==> src/rtl/im_work_pkg.sv <==
// Shared FSM state encoding, default image/tile geometry and address-width helpers
// for the tile compression scheduler.
package im_work_pkg;

    typedef enum logic [2:0] {
        S_IDLE      = 3'd0,
        S_ISSUE     = 3'd1,
        S_WAIT_DONE = 3'd2,
        S_ADVANCE   = 3'd3,
        S_FRAME_END = 3'd4
    } state_t;

    localparam int DEF_IN_W    = 640;
    localparam int DEF_IN_H    = 480;
    localparam int DEF_AREA_W  = 4;
    localparam int DEF_AREA_H  = 4;
    localparam int DEF_TIMEOUT = 64;

    localparam int OUT_W = DEF_IN_W / DEF_AREA_W;
    localparam int OUT_H = DEF_IN_H / DEF_AREA_H;

    // Never return a zero width, even for degenerate one-entry ranges.
    function automatic int clog2_min1(input int v);
        return (v <= 2) ? 1 : $clog2(v);
    endfunction

    localparam int PTR_W  = clog2_min1(DEF_IN_W * DEF_IN_H);
    localparam int ADDR_W = clog2_min1(OUT_W * OUT_H);

endpackage

==> src/rtl/im_tile_addr_gen.sv <==
// Tile column/row counters with incremental input-pointer and output-address stepping.
// Row stepping adds a precomputed row stride to the saved row base, so no multiplier is built.
module im_tile_addr_gen
    import im_work_pkg::*;
#(
    parameter int IN_W   = DEF_IN_W,
    parameter int IN_H   = DEF_IN_H,
    parameter int AREA_W = DEF_AREA_W,
    parameter int AREA_H = DEF_AREA_H,
    parameter int P_W    = PTR_W,
    parameter int A_W    = ADDR_W
) (
    input  logic           iclk,
    input  logic           irst,
    input  logic           i_clear,
    input  logic           i_step,
    output logic [P_W-1:0] o_ptr,
    output logic [A_W-1:0] o_addr,
    output logic           o_last_tile
);

    localparam int TILES_X = IN_W / AREA_W;
    localparam int TILES_Y = IN_H / AREA_H;
    localparam int CW      = clog2_min1(TILES_X);
    localparam int RW      = clog2_min1(TILES_Y);

    localparam logic [P_W-1:0] COL_STEP = P_W'(AREA_W);
    localparam logic [P_W-1:0] ROW_STEP = P_W'(AREA_H * IN_W);
    localparam logic [CW-1:0]  LAST_COL = CW'(TILES_X - 1);
    localparam logic [RW-1:0]  LAST_ROW = RW'(TILES_Y - 1);

    logic [CW-1:0]  r_col;
    logic [RW-1:0]  r_row;
    logic [P_W-1:0] r_ptr;
    logic [P_W-1:0] r_row_base;
    logic [A_W-1:0] r_addr;
    logic           w_last_col;

    assign w_last_col  = (r_col == LAST_COL);
    assign o_last_tile = w_last_col && (r_row == LAST_ROW);
    assign o_ptr       = r_ptr;
    assign o_addr      = r_addr;

    always_ff @(posedge iclk or posedge irst) begin
        if (irst) begin
            r_col      <= '0;
            r_row      <= '0;
            r_ptr      <= '0;
            r_row_base <= '0;
            r_addr     <= '0;
        end else if (i_clear) begin
            r_col      <= '0;
            r_row      <= '0;
            r_ptr      <= '0;
            r_row_base <= '0;
            r_addr     <= '0;
        end else if (i_step) begin
            r_addr <= r_addr + 1'b1;
            if (w_last_col) begin
                r_col      <= '0;
                r_row      <= r_row + 1'b1;
                r_row_base <= r_row_base + ROW_STEP;
                r_ptr      <= r_row_base + ROW_STEP;
            end else begin
                r_col <= r_col + 1'b1;
                r_ptr <= r_ptr + COL_STEP;
            end
        end
    end

endmodule

==> src/rtl/im_compress_sched.sv <==
// Frame scheduler: walks the image tile by tile, kicks the compression engine and writes one
// output pixel per tile. Optional watchdog built only with IM_COMPRESS_SCHED_TIMEOUT_EN.
//   state     | meaning
//   IDLE      | waiting for iframe_start
//   ISSUE     | ostart_work pulse for the current tile
//   WAIT_DONE | waiting for the engine (or the watchdog)
//   ADVANCE   | write strobe out, step to next tile
//   FRAME_END | oframe_done pulse, back to IDLE
module im_compress_sched
    import im_work_pkg::*;
#(
    parameter int pIN_IM_WIDTH  = DEF_IN_W,
    parameter int pIN_IM_HEIGHT = DEF_IN_H,
    parameter int pAREA_WIDTH   = DEF_AREA_W,
    parameter int pAREA_HEIGHT  = DEF_AREA_H,
    parameter int pTIMEOUT      = DEF_TIMEOUT,
    localparam int P_W = clog2_min1(pIN_IM_WIDTH * pIN_IM_HEIGHT),
    localparam int A_W = clog2_min1((pIN_IM_WIDTH / pAREA_WIDTH) * (pIN_IM_HEIGHT / pAREA_HEIGHT))
) (
    input  logic           iclk,
    input  logic           irst,
    input  logic           iframe_start,
    output logic           obusy,
    output logic           oframe_done,
    output logic           ostart_work,
    output logic [P_W-1:0] odata_start_ptr,
    input  logic           iengine_done_f,
    output logic           owr_en,
    output logic [A_W-1:0] oaddr_wr,
    output logic           oerr
);

    if (((pIN_IM_WIDTH % pAREA_WIDTH) != 0) || ((pIN_IM_HEIGHT % pAREA_HEIGHT) != 0)) begin : g_bad_dims
        $error("im_compress_sched: image dimensions must be multiples of the tile dimensions");
    end

    state_t r_state;
    state_t w_next;
    logic   w_accept;
    logic   w_clear;
    logic   w_step;
    logic   w_last_tile;
    logic   w_timeout;
    logic   r_wr_en;

    im_tile_addr_gen #(
        .IN_W   (pIN_IM_WIDTH),
        .IN_H   (pIN_IM_HEIGHT),
        .AREA_W (pAREA_WIDTH),
        .AREA_H (pAREA_HEIGHT),
        .P_W    (P_W),
        .A_W    (A_W)
    ) u_addr_gen (
        .iclk        (iclk),
        .irst        (irst),
        .i_clear     (w_clear),
        .i_step      (w_step),
        .o_ptr       (odata_start_ptr),
        .o_addr      (oaddr_wr),
        .o_last_tile (w_last_tile)
    );

`ifdef IM_COMPRESS_SCHED_TIMEOUT_EN
    localparam int TW = clog2_min1(pTIMEOUT);

    logic [TW-1:0] r_wd;
    logic          r_err;

    // Engine completion in the terminal cycle still wins over the timeout.
    assign w_timeout = (r_state == S_WAIT_DONE) && !iengine_done_f && (r_wd == '0);
    assign oerr      = r_err;

    always_ff @(posedge iclk or posedge irst) begin
        if (irst) begin
            r_wd  <= '0;
            r_err <= 1'b0;
        end else begin
            if (r_state == S_ISSUE)
                r_wd <= TW'(pTIMEOUT - 1);
            else if ((r_state == S_WAIT_DONE) && (r_wd != '0))
                r_wd <= r_wd - 1'b1;

            if (w_accept)
                r_err <= 1'b0;
            else if (w_timeout)
                r_err <= 1'b1;
        end
    end
`else
    assign w_timeout = 1'b0;
    assign oerr      = 1'b0;
`endif

    always_ff @(posedge iclk or posedge irst) begin
        if (irst) begin
            r_state <= S_IDLE;
            r_wr_en <= 1'b0;
        end else begin
            r_state <= w_next;
            r_wr_en <= (r_state == S_WAIT_DONE) && iengine_done_f;
        end
    end

    always_comb begin
        w_next   = r_state;
        w_accept = 1'b0;
        w_clear  = 1'b0;
        w_step   = 1'b0;
        case (r_state)
            S_IDLE: begin
                if (iframe_start) begin
                    w_accept = 1'b1;
                    w_clear  = 1'b1;
                    w_next   = S_ISSUE;
                end
            end
            S_ISSUE:     w_next = S_WAIT_DONE;
            S_WAIT_DONE: begin
                if (iengine_done_f || w_timeout)
                    w_next = S_ADVANCE;
            end
            S_ADVANCE: begin
                // Hold the final tile position rather than stepping past the frame.
                w_step = !w_last_tile;
                w_next = w_last_tile ? S_FRAME_END : S_ISSUE;
            end
            S_FRAME_END: w_next = S_IDLE;
            default:     w_next = S_IDLE;
        endcase
    end

    assign obusy       = (r_state != S_IDLE);
    assign ostart_work = (r_state == S_ISSUE);
    assign oframe_done = (r_state == S_FRAME_END);
    assign owr_en      = r_wr_en;

endmodule

==> config.mk <==
export PLATFORM = sky130hd
export DESIGN_NAME = im_compress_sched
export DESIGN_NICKNAME = d
export VERILOG_FILES = /design/src/rtl/im_work_pkg.sv /design/src/rtl/im_tile_addr_gen.sv /design/src/rtl/im_compress_sched.sv
export SDC_FILE = /design/constraint.sdc
export NUM_CORES = 1
export LEC_CHECK = 0
export CAP_MARGIN = 20
export CORE_MARGIN = 3
export CORE_UTILIZATION = 38
export CTS_CLUSTER_SIZE = 20
export DETAILED_ROUTE_END_ITERATION = 16
export PLACE_DENSITY_LB_ADDON = 0.15
export RECOVER_POWER = 100
export SYNTH_ARGS = -nofsm -noshare
export SYNTH_HDL_FRONTEND = slang
export SYNTH_SLANG_ARGS = --single-unit
export TNS_END_PERCENT = 5
==> constraint.sdc <==
create_clock -name iclk -period 1.73 [get_ports iclk]
set_input_delay 0.2595 -clock iclk [delete_from_list [all_inputs] [get_ports iclk]]
set_output_delay 0.2595 -clock iclk [all_outputs]
set_load 0.05 [all_outputs]
==> results.json, run 1 <==
{
  "worst_pin_slew_ns": 0.684,
  "nFillCells": 796,
  "grt_pass1_vias": 3125,
  "syn_avg_cell_area_um2": 9.27,
  "synthCells": 363,
  "violations": "setup timing",
  "rsz0062_at_grt": "yes",
  "cts_buffers": 9,
  "grt_max_degree": 29,
  "setup_viol": 21,
  "io_buffers": 41,
  "leakagePower_nw": 2.02,
  "viasPerCell": 5.40,
  "insertedDiodeCount": 0,
  "finalNetCount": 482,
  "tns_ns": -0.982,
  "multi_input_area_um2": 2010,
  "yosys_warnings": 0,
  "syn_area_um2": 3360,
  "drt_first_pass_iters": 4,
  "overflow": 0,
  "layout-drive-gt1-share_pct": 34.9,
  "crit_arrival_ns": 2.06,
  "gp_congestion": 0.847,
  "ys_ff_latch": 62,
  "ir_worst_vdd_v": 0.000556,
  "path_clk_slew_ns": 0.08,
  "wire_per_inst_um": 16.2,
  "powerDensity_nw_per_um2": 1170,
  "synthAdderAreaFrac_pct": 1.86,
  "whs_ns": 0.433,
  "finalClockSkew_ns": 0.0139,
  "rows": 33,
  "period_share_pct": 105,
  "dieArea_um2": 10000,
  "synth_compound_area_share_pct": 13.9,
  "drt_wl_total_mm": 9.46,
  "cts-root-buf": "clkbuf_8",
  "worstSetupStartpointType": "register",
  "crit_path_end_kind": "register",
  "synth-simple-area-share_pct": 26.2,
  "critPathKind": "reg -> reg",
  "grt_usage_pct": 19.5,
  "synthArstFlopShare_pct": 100,
  "cts_tree": "built",
  "synth_xor_area_share_pct": 7.81,
  "num_vias": 3149,
  "cts.sinks": 62,
  "clockBufferDepth": 2,
  "seqCellArea_um2": 1570,
  "initial_core_util_pct": 39.9,
  "drt_iter0_drc": 129,
  "status": "finished with violations",
  "hold_class": "in -> async",
  "synth_top_family_by_area": "simple AND/OR/NAND/NOR gates",
  "die_y_um": 100,
  "crit_fanout": 6,
  "detailed_place_hpwl_mm": 6.57,
  "period_minus_slack_ns": 1.82,
  "ioPinCount": 43,
  "h-tree-depth": 3,
  "slew_viol_final": 0,
  "area_growth_syn_to_layout_pct": 41.6,
  "seq_area_frac_synth_pct": 46.1,
  "required_ns": 1.98,
  "drc_errors": 0,
  "fmax_mhz": 550,
  "maxCapViolCount": 0,
  "slew_headroom_pct": 54.4,
  "total_power_w": 0.00559,
  "antenna_found_initial": 0,
  "worst_slack_ns": -0.0873,
  "synth_edf_count": 0,
  "synthMuxAreaShare_pct": 0.893,
  "finalHoldViolCount": 0,
  "grt_pass1_wl_mm": 15.6,
  "place_ws_ns": -0.287,
  "yosys_most_used_dff": "dfrtp_1",
  "syn_nets": 372,
  "core_area_um2": 8420,
  "final_util_pct": 56.5,
  "ys_types": 50,
  "postRouteAntennaNets": 0,
  "cts_hold_buf": 0,
  "dieWidth_um": 100,
  "clk_latency_ns": 0.35
}
[Yosys cell counts (2+ instances only)]
| library cell | number | area [µm²] |
|---|---|---|
| a31oi_1 | 4 | 25.0 |
| clkbuf_1 | 5 | 18.8 |
| inv_1 | 5 | 18.8 |
| buf_4 | 2 | 15.0 |
| xnor2_1 | 21 | 184 |
| or4_1 | 4 | 30.0 |
| nand2_1 | 39 | 146 |
| a21boi_0 | 2 | 15.0 |
| a22o_1 | 3 | 26.3 |
| or3_1 | 3 | 18.8 |
| buf_2 | 8 | 40.0 |
| o211ai_1 | 2 | 15.0 |
| o21a_1 | 2 | 15.0 |
| xor2_1 | 9 | 78.8 |
| mux2i_1 | 3 | 30.0 |
| nor2_1 | 42 | 158 |
| nand3_1 | 18 | 90.1 |
| o31ai_1 | 7 | 52.6 |
| dfrtp_1 | 62 | 1550 |
| a21oi_1 | 8 | 40.0 |
| o21ai_0 | 26 | 130 |
| nand4_1 | 12 | 75.1 |
| and2_1 | 4 | 25.0 |
| o21ai_1 | 2 | 10.0 |
| nor3b_1 | 6 | 45.0 |
| ha_1 | 5 | 62.6 |
| o32a_1 | 2 | 20.0 |
| nor4_1 | 10 | 62.6 |
| nor3_1 | 8 | 40.0 |
| a21boi_1 | 3 | 22.5 |
| a311oi_1 | 3 | 26.3 |
| and4_1 | 5 | 43.8 |
| and3_1 | 8 | 50.1 |
| a21oi_2 | 2 | 17.5 |
| a22oi_1 | 3 | 22.5 |
[report_power, final]
group / switching [W] / leakage (nW) / internal [W] / total (W)
combinational: 0.00148 / 1.09 / 0.000978 / 0.00246
clock: 0.000592 / 0.0964 / 0.000701 / 0.00129
sequential: 0.000211 / 0.835 / 0.00162 / 0.00183
[logic make-up (layout without fill, tap and decap cells)]
kind of cell / count (synthesis) / in the layout
xor+xnor: 30 / 30
simple gates: 168 / 168
fa+ha+maj: 5 / 5
flops: 62 / 62
mux: 3 / 3
other cells: 1 / 1
compound gates: 73 / 73
buf+inv: 21 / 136
[worst max-delay path, cell delays in order, from the launching register on]
cell	delay, ns
dfrtp_1	0.40
ha_4	0.16
and4_4	0.23
nand4_1	0.22
a21oi_4	0.33
buf_6	0.16
nor3b_1	0.05
o21a_1	0.17
[cells in the final DEF, fill, tap and decap left out, drive strengths merged, types with 10 or more instances in the layout]
cell    Yosys  final
nand4      12     12
a21oi      10     10
buf        11     80
nand3      18     18
nand2      40     40
nor2       42     42
xnor2      21     21
o21ai      28     28
dfrtp      62     62
nor4       10     10
clkbuf      5     44
[layer usage]
metal  up-vias  global-route usage, %  routed length (µm)
li1       1528                      -                   -
met2        68                   30.5                4460
met4         0                   6.53                 165
met3        14                   3.75                 345
met1      1539                   27.2                4480
met5         -                      0                   0
[through the flow]
stage / area (µm²) / instances
2_1_floorplan: 3400 / 363
3_3_place_gp: 4330 / 560
3_5_place_dp: 4330 / 560
4_1_cts: 4770 / 580
5_1_grt: 4760 / 583
6_report: 4760 / 583
[what timing repair did]
| item | 4_1_cts | 5_1_grt |
|---|---|---|
| cloned | 0 | 0 |
| resized for setup | 56 | 27 |
| pin swaps | 19 | 22 |
| setup endpoints to repair | 51 | 59 |
| buffers inserted | 4 | 3 |
[state kept, by name, indices dropped and copies added, names as in the netlist]
signal	flops
u_addr_gen.r_col	8
r_state	3
u_addr_gen.r_row	7
owr_en	1
u_addr_gen.o_addr	15
u_addr_gen.r_row_base	10
u_addr_gen.o_ptr	18
[worst paths after layout]
check	startpoint	slack, ns	to	cells after the start
max	u_addr_gen.r_row[0]$_DFFE_PP0P_	-0.09	u_addr_gen.o_ptr[4]$_DFFE_PP0P_	7
min	irst	0.43	owr_en$_DFF_PP0_	2
max reg2reg	u_addr_gen.r_row[0]$_DFFE_PP0P_	-0.09	u_addr_gen.o_ptr[4]$_DFFE_PP0P_	7
min reg2reg	u_addr_gen.o_ptr[0]$_DFFE_PP0P_	0.51	u_addr_gen.o_ptr[0]$_DFFE_PP0P_	1
max in group asynchronous	irst	0.15	r_state[0]$_DFFE_PP0P_	3
min in group iclk	iengine_done_f	0.47	owr_en$_DFF_PP0_	3
[final cells by class]
class | count | area share [%]
Sequential cell | 62 | 32.9
Inverter | 5 | 0.394
Clock buffer | 12 | 3.05
Timing Repair Buffer | 115 | 17.7
Tap cell | 105 | 2.76
Multi-Input combinational cell | 280 | 42.2
Clock inverter | 4 | 0.998
Note: power is estimated with default switching activity, not from simulation.
==> run 2, diff against run 1 <==
Settings changed: CORE_UTILIZATION 38 to 50.
==> run 2 against run 1 <==
  * The run still ends with setup timing left
  * Cell count shrank 4.3%
  * Power grew 0.53%
  * Wire length shrank 0.82%
  * Global-route usage grew 5.5 points
  * Sequential power is essentially flat
  * Clock skew shrank 0.0012 ns
  * Utilization grew 17 points
  * First-iteration DRC count grew 43%
  * Critical path type unchanged
  * Register-to-register slack lost 0.09 ns
  * Clock power grew 8%
==> results.json, run 2 (synthesized netlist as in run 1, its figures left out) <==
{
  "wire_per_inst_um": 16.8,
  "rr_startpoint": "u_addr_gen.r_row[0]$_DFFE_PP0P_",
  "powerDensity_nw_per_um2": 1190,
  "crit_path_end_kind": "register",
  "whs_ns": 0.399,
  "critPathKind": "reg -> reg",
  "rsz0062_at_grt": "yes",
  "layout_common_cells": "buf_4, dfrtp_1, nand2_1",
  "required_ns": 1.98,
  "path_clk_slew_ns": 0.07,
  "cts-root-buf": "clkbuf_8",
  "h-tree-depth": 3,
  "worst_pin_slew_ns": 0.720,
  "largest_reg_flops": 18,
  "grt_max_degree": 28,
  "drt_first_pass_iters": 4,
  "worst_slack_ns": -0.174,
  "initial_core_util_pct": 52.4,
  "area_growth_syn_to_layout_pct": 40.6,
  "reg2reg_to": "u_addr_gen.o_ptr[8]$_DFFE_PP0P_",
  "insertedDiodeCount": 0,
  "overflow": 0,
  "finalNetCount": 485,
  "grt_usage_pct": 24.9,
  "rows": 29,
  "finalHoldViolCount": 0,
  "viasPerCell": 5.82,
  "period_share_pct": 110,
  "drc_errors": 0,
  "rrSetupSlack_ns": -0.17,
  "detailed_place_hpwl_mm": 6.40,
  "finalClockSkew_ns": 0.0127,
  "grt_pass1_wl_mm": 15.1,
  "layout_commonest_cell": "buf_4",
  "crit_arrival_ns": 2.16,
  "clockBufferDepth": 2,
  "slew_viol_final": 0,
  "ir_worst_vdd_v": 0.000842,
  "period_minus_slack_ns": 1.90,
  "drt_iter0_drc": 185,
  "cts_tree": "built",
  "worstSetupStartpointType": "register",
  "drt_wl_total_mm": 9.38,
  "cts.sinks": 62,
  "die_y_um": 88.0,
  "gp_congestion": 0.914,
  "dieWidth_um": 88.0,
  "cts_hold_buf": 0,
  "io_buffers": 41,
  "grt_pass1_vias": 3187,
  "fmax_mhz": 525,
  "antenna_found_initial": 0,
  "postRouteAntennaNets": 0,
  "setup_viol": 44,
  "cts_buffers": 9,
  "violations": "setup timing",
  "slew_headroom_pct": 52.0,
  "core_area_um2": 6420,
  "layout-drive-gt1-share_pct": 33.5,
  "status": "finished with violations",
  "dieArea_um2": 7750,
  "maxCapViolCount": 0,
  "ioPinCount": 43,
  "crit_fanout": 7,
  "num_vias": 3250,
  "r2r_cells": 7,
  "multi_input_area_um2": 1960,
  "seqCellArea_um2": 1560,
  "tns_ns": -2.73,
  "leakagePower_nw": 2.06,
  "hold_class": "in -> async",
  "clk_latency_ns": 0.34,
  "nFillCells": 483
}
-- run 2: cell count changes in the layout (fill, tap and decap cells not counted), sizes merged --
cell,change
clkinvlp,-1
buf,+3
clkbuf,+1
-- run 2: worst max-delay path, stage by stage (launching register included) --
cell and delay [ns]:
dfrtp_1 0.38, ha_2 0.20, and4_4 0.15, buf_6 0.12
nand4_1 0.18, a21oi_4 0.12, or4_1 0.52, a21boi_1 0.16
-- run 2: timing repair --
item	CTS	global route
setup endpoints to repair	53	53
gates resized for setup	34	26
pin swaps	14	17
setup buffers	3	3
endpoints found under the hold margin	0	0
-- run 2: power breakdown --
part | leakage (nW) | switching [W] | internal, W | total, W
clock | 0.115 | 0.000569 | 0.000819 | 0.00139
combinational | 1.11 | 0.00147 | 0.000940 | 0.00241
sequential | 0.838 | 0.000203 | 0.00162 | 0.00182
-- run 2: worst max path at each step --
stage	start	endpoint	slack [ns]	cells past startpoint
floorplan	irst	u_addr_gen.o_ptr[10]$_DFFE_PP0P_	-0.21	1
global placement	u_addr_gen.r_col[0]$_DFFE_PP0P_	u_addr_gen.r_col[3]$_DFFE_PP0P_	-0.24	7
detailed placement	u_addr_gen.r_row[1]$_DFFE_PP0P_	u_addr_gen.r_col[5]$_DFFE_PP0P_	-0.32	7
CTS	u_addr_gen.r_col[0]$_DFFE_PP0P_	u_addr_gen.o_ptr[8]$_DFFE_PP0P_	-0.15	7
global route	u_addr_gen.r_col[0]$_DFFE_PP0P_	u_addr_gen.o_ptr[8]$_DFFE_PP0P_	-0.26	7
finish	u_addr_gen.r_row[0]$_DFFE_PP0P_	u_addr_gen.o_ptr[8]$_DFFE_PP0P_	-0.17	7
-- run 2: metal layers --
metal,part of all wire [%],GRT usage [%],vias up,routed length [µm]
met3,4.1,3.67,10,381
met1,46,33.7,1618,4310
met2,49,40.8,79,4560
met5,0,0,-,0
met4,1.3,9.48,0,119
li1,-,-,1543,-
-- run 2: through the flow --
step / area, µm² / total power, W / cells / utilization (%) / setup slack (ns)
after global placement: 4340 / 0.00405 / 537 / 67.6 / -0.235
after global routing: 4730 / 0.00588 / 558 / 73.6 / -0.264
final: 4730 / 0.00562 / 558 / 73.6 / -0.174
after CTS: 4750 / 0.00562 / 556 / 74.0 / -0.149
after detailed placement: 4340 / 0.00409 / 537 / 67.6 / -0.316
after floorplan: 3400 / 0.00309 / 363 / - / -0.206
-- run 2: cell type report --
type | count | area share (%)
multi-input combinational | 280 | 41.4
inverter | 5 | 0.397
sequential | 62 | 33.1
tap | 77 | 2.04
clock buffer | 13 | 3.78
timing repair buffer | 118 | 18.5
clock inverter | 3 | 0.847
==> run 3, diff against run 2 <==
Settings changed: TNS_END_PERCENT 5 to default.
==> run 3 against run 2 <==
  * Highest routed layer unchanged
  * Combinational power up 13%
  * Die area unchanged
  * Sequential cell count is the same
  * Largest power group unchanged
  * Cell count up 1.6%
  * Fmax shrank 2.6%
  * Final area is 8.3% higher
  * Global-route usage increased by 0.73 points
  * The flow still finishes with violations (setup timing)
  * Sequential share of layout area fell by 2.4 points
==> results.json, run 3 (synthesized netlist as in run 1, its figures left out) <==
{
  "crit_fanout": 5,
  "slew_viol_final": 0,
  "crit_chain": "or3b_4 -> o21ai_4 -> clkdlybuf4s15_2 -> nor2_1 -> o21ai_0 -> o21ai_0",
  "finalNetCount": 494,
  "period_minus_slack_ns": 1.95,
  "largest_reg_flops": 18,
  "worstSetupStartpointType": "register",
  "fmax_mhz": 512,
  "critPathKind": "reg -> reg",
  "seqCellArea_um2": 1570,
  "io_buffers": 41,
  "drc_errors": 0,
  "setup_viol": 41,
  "maxCapViolCount": 0,
  "final_util_pct": 79.8,
  "layout-drive-gt1-share_pct": 40.2,
  "cts_buffers": 9,
  "rows": 29,
  "grt_util_met2_pct": 41.4,
  "rrSetupSlack_ns": -0.22,
  "path_clk_slew_ns": 0.08,
  "antenna_found_initial": 0,
  "dieWidth_um": 88.0,
  "area_growth_syn_to_layout_pct": 52.3,
  "busiest_layer": "met2",
  "placed_area_um2": 4280,
  "cts.sinks": 62,
  "period_share_pct": 113,
  "core_area_um2": 6420,
  "cp_slowest_stage_delay_ns": 0.47,
  "required_ns": 1.95,
  "drt_wl_total_mm": 11.2,
  "ir_worst_vdd_v": 0.000601,
  "crit_buf_inv": 1,
  "rr_startpoint": "u_addr_gen.r_col[5]$_DFFE_PP0P_",
  "leakagePower_nw": 2.16,
  "clk_latency_ns": 0.35,
  "met3_usage_pct": 4.23,
  "finalClockSkew_ns": 0.0180,
  "slowest_stage": "dfrtp_2",
  "cts_hold_buf": 0,
  "status": "finished with violations",
  "dieArea_um2": 7750,
  "grt_pass1_wl_mm": 15.5,
  "num_vias": 3495,
  "grt_pass1_vias": 3199,
  "finalHoldViolCount": 0,
  "insertedDiodeCount": 0,
  "design_area_um2": 5120,
  "crit_end": "u_addr_gen.o_ptr[15]$_DFFE_PP0P_",
  "cts_tree": "built",
  "nFillCells": 388,
  "detailed_place_hpwl_mm": 6.21,
  "critPathTopFamily": "compound AO/OA/AOI/OAI gates",
  "multi_input_area_um2": 2150,
  "drt_first_pass_iters": 5,
  "layout_common_cells": "buf_4, dfrtp_1, nor2_1",
  "worst_slack_ns": -0.225,
  "overflow": 0,
  "path_depth": 6,
  "violations": "setup timing",
  "initial_core_util_pct": 52.4,
  "crit_path_end_kind": "register",
  "wire_per_inst_um": 19.8,
  "path_common_cell": "o21ai_0",
  "postRouteAntennaNets": 0,
  "drt_iter0_drc": 408,
  "crit_start": "u_addr_gen.r_col[5]$_DFFE_PP0P_",
  "worst_pin_slew_ns": 0.876,
  "cts-root-buf": "clkbuf_8",
  "powerDensity_nw_per_um2": 1160,
  "ioPinCount": 43,
  "layout_commonest_cell": "buf_4",
  "viasPerCell": 6.16,
  "reg2reg_to": "u_addr_gen.o_ptr[15]$_DFFE_PP0P_",
  "globalRouteMet1Util_pct": 35.1,
  "rsz0062_at_grt": "yes",
  "hold_class": "in -> reg",
  "die_y_um": 88.0,
  "grt_max_degree": 63,
  "clockBufferDepth": 2,
  "gp_congestion": 0.851,
  "slew_headroom_pct": 41.6,
  "h-tree-depth": 3,
  "r2r_cells": 6,
  "crit_arrival_ns": 2.18,
  "grt_usage_pct": 25.7
}
## run 3: cell count changes in the layout (fill, tap and decap cells not counted), moves of 4 or more
cell / change
dfrtp_1: -5
dfrtp_2: +5
o21ai_0: -9
nand3_2: +4
nand3_1: -4
buf_4: +4
clkbuf_2: -10
o21ai_2: +8
buf_6: +13
## run 3: cell type report
class	count	share of cell area, %
Sequential cell	62	30.6
Inverter	5	0.440
Clock buffer	13	3.10
Clock inverter	3	0.830
Timing Repair Buffer	127	21.2
Tap cell	77	1.88
Multi-Input combinational cell	280	42.0
## run 3: stage by stage
| step | power [W] | worst slack [ns] | TNS [ns] | hold WS (ns) | std cells |
|---|---|---|---|---|---|
| 6_report | 0.00593 | -0.225 | -2.91 | 0.484 | 567 |
| 2_1_floorplan | 0.00316 | -0.0125 | -0.0125 | 0.378 | 363 |
| 5_1_grt | 0.00615 | -0.269 | -6.47 | 0.517 | 567 |
| 3_3_place_gp | 0.00398 | -0.184 | -2.09 | 0.486 | 521 |
| 4_1_cts | 0.00558 | -0.0522 | -0.444 | 0.353 | 555 |
| 3_5_place_dp | 0.00403 | -0.184 | -3.28 | 0.495 | 521 |
## run 3: worst min path at each step
stage | cells past startpoint | endpoint | start
2_1_floorplan | 1 | owr_en$_DFF_PP0_ | irst
3_3_place_gp | 1 | u_addr_gen.r_col[7]$_DFFE_PP0P_ | u_addr_gen.r_col[7]$_DFFE_PP0P_
3_5_place_dp | 1 | u_addr_gen.r_col[7]$_DFFE_PP0P_ | u_addr_gen.r_col[7]$_DFFE_PP0P_
4_1_cts | 3 | u_addr_gen.o_ptr[13]$_DFFE_PP0P_ | irst
5_1_grt | 3 | owr_en$_DFF_PP0_ | iengine_done_f
6_report | 3 | owr_en$_DFF_PP0_ | iengine_done_f
## run 3: worst reg2reg max path, delay by kind of cell, from the launching register on
kind,cells,cell delay (ns)
and+or+nand+nor,2,0.52
AOI/OAI and AO/OA,3,0.56
DFF,1,0.47
buffers and inverters,1,0.27
## run 3: routing by layer
| layer | up-vias | share of wire, % |
|---|---|---|
| met5 | - | 0 |
| met4 | 0 | 3.3 |
| met2 | 146 | 49 |
| met1 | 1741 | 41 |
| met3 | 42 | 5.7 |
| li1 | 1566 | - |
## run 3: where the power goes
| group | leakage [nW] | switching (W) | internal, W |
|---|---|---|---|
| Combinational | 1.23 | 0.00162 | 0.00112 |
| Clock | 0.0996 | 0.000592 | 0.000744 |
| Sequential | 0.830 | 0.000238 | 0.00162 |
| Total | 2.16 | 0.00245 | 0.00348 |
## run 3: what timing repair did
action,CTS,global route
endpoints found under the setup margin,46,58
buffers inserted,16,12
resized for setup,44,70
gates cloned,2,1
pin swaps,17,38
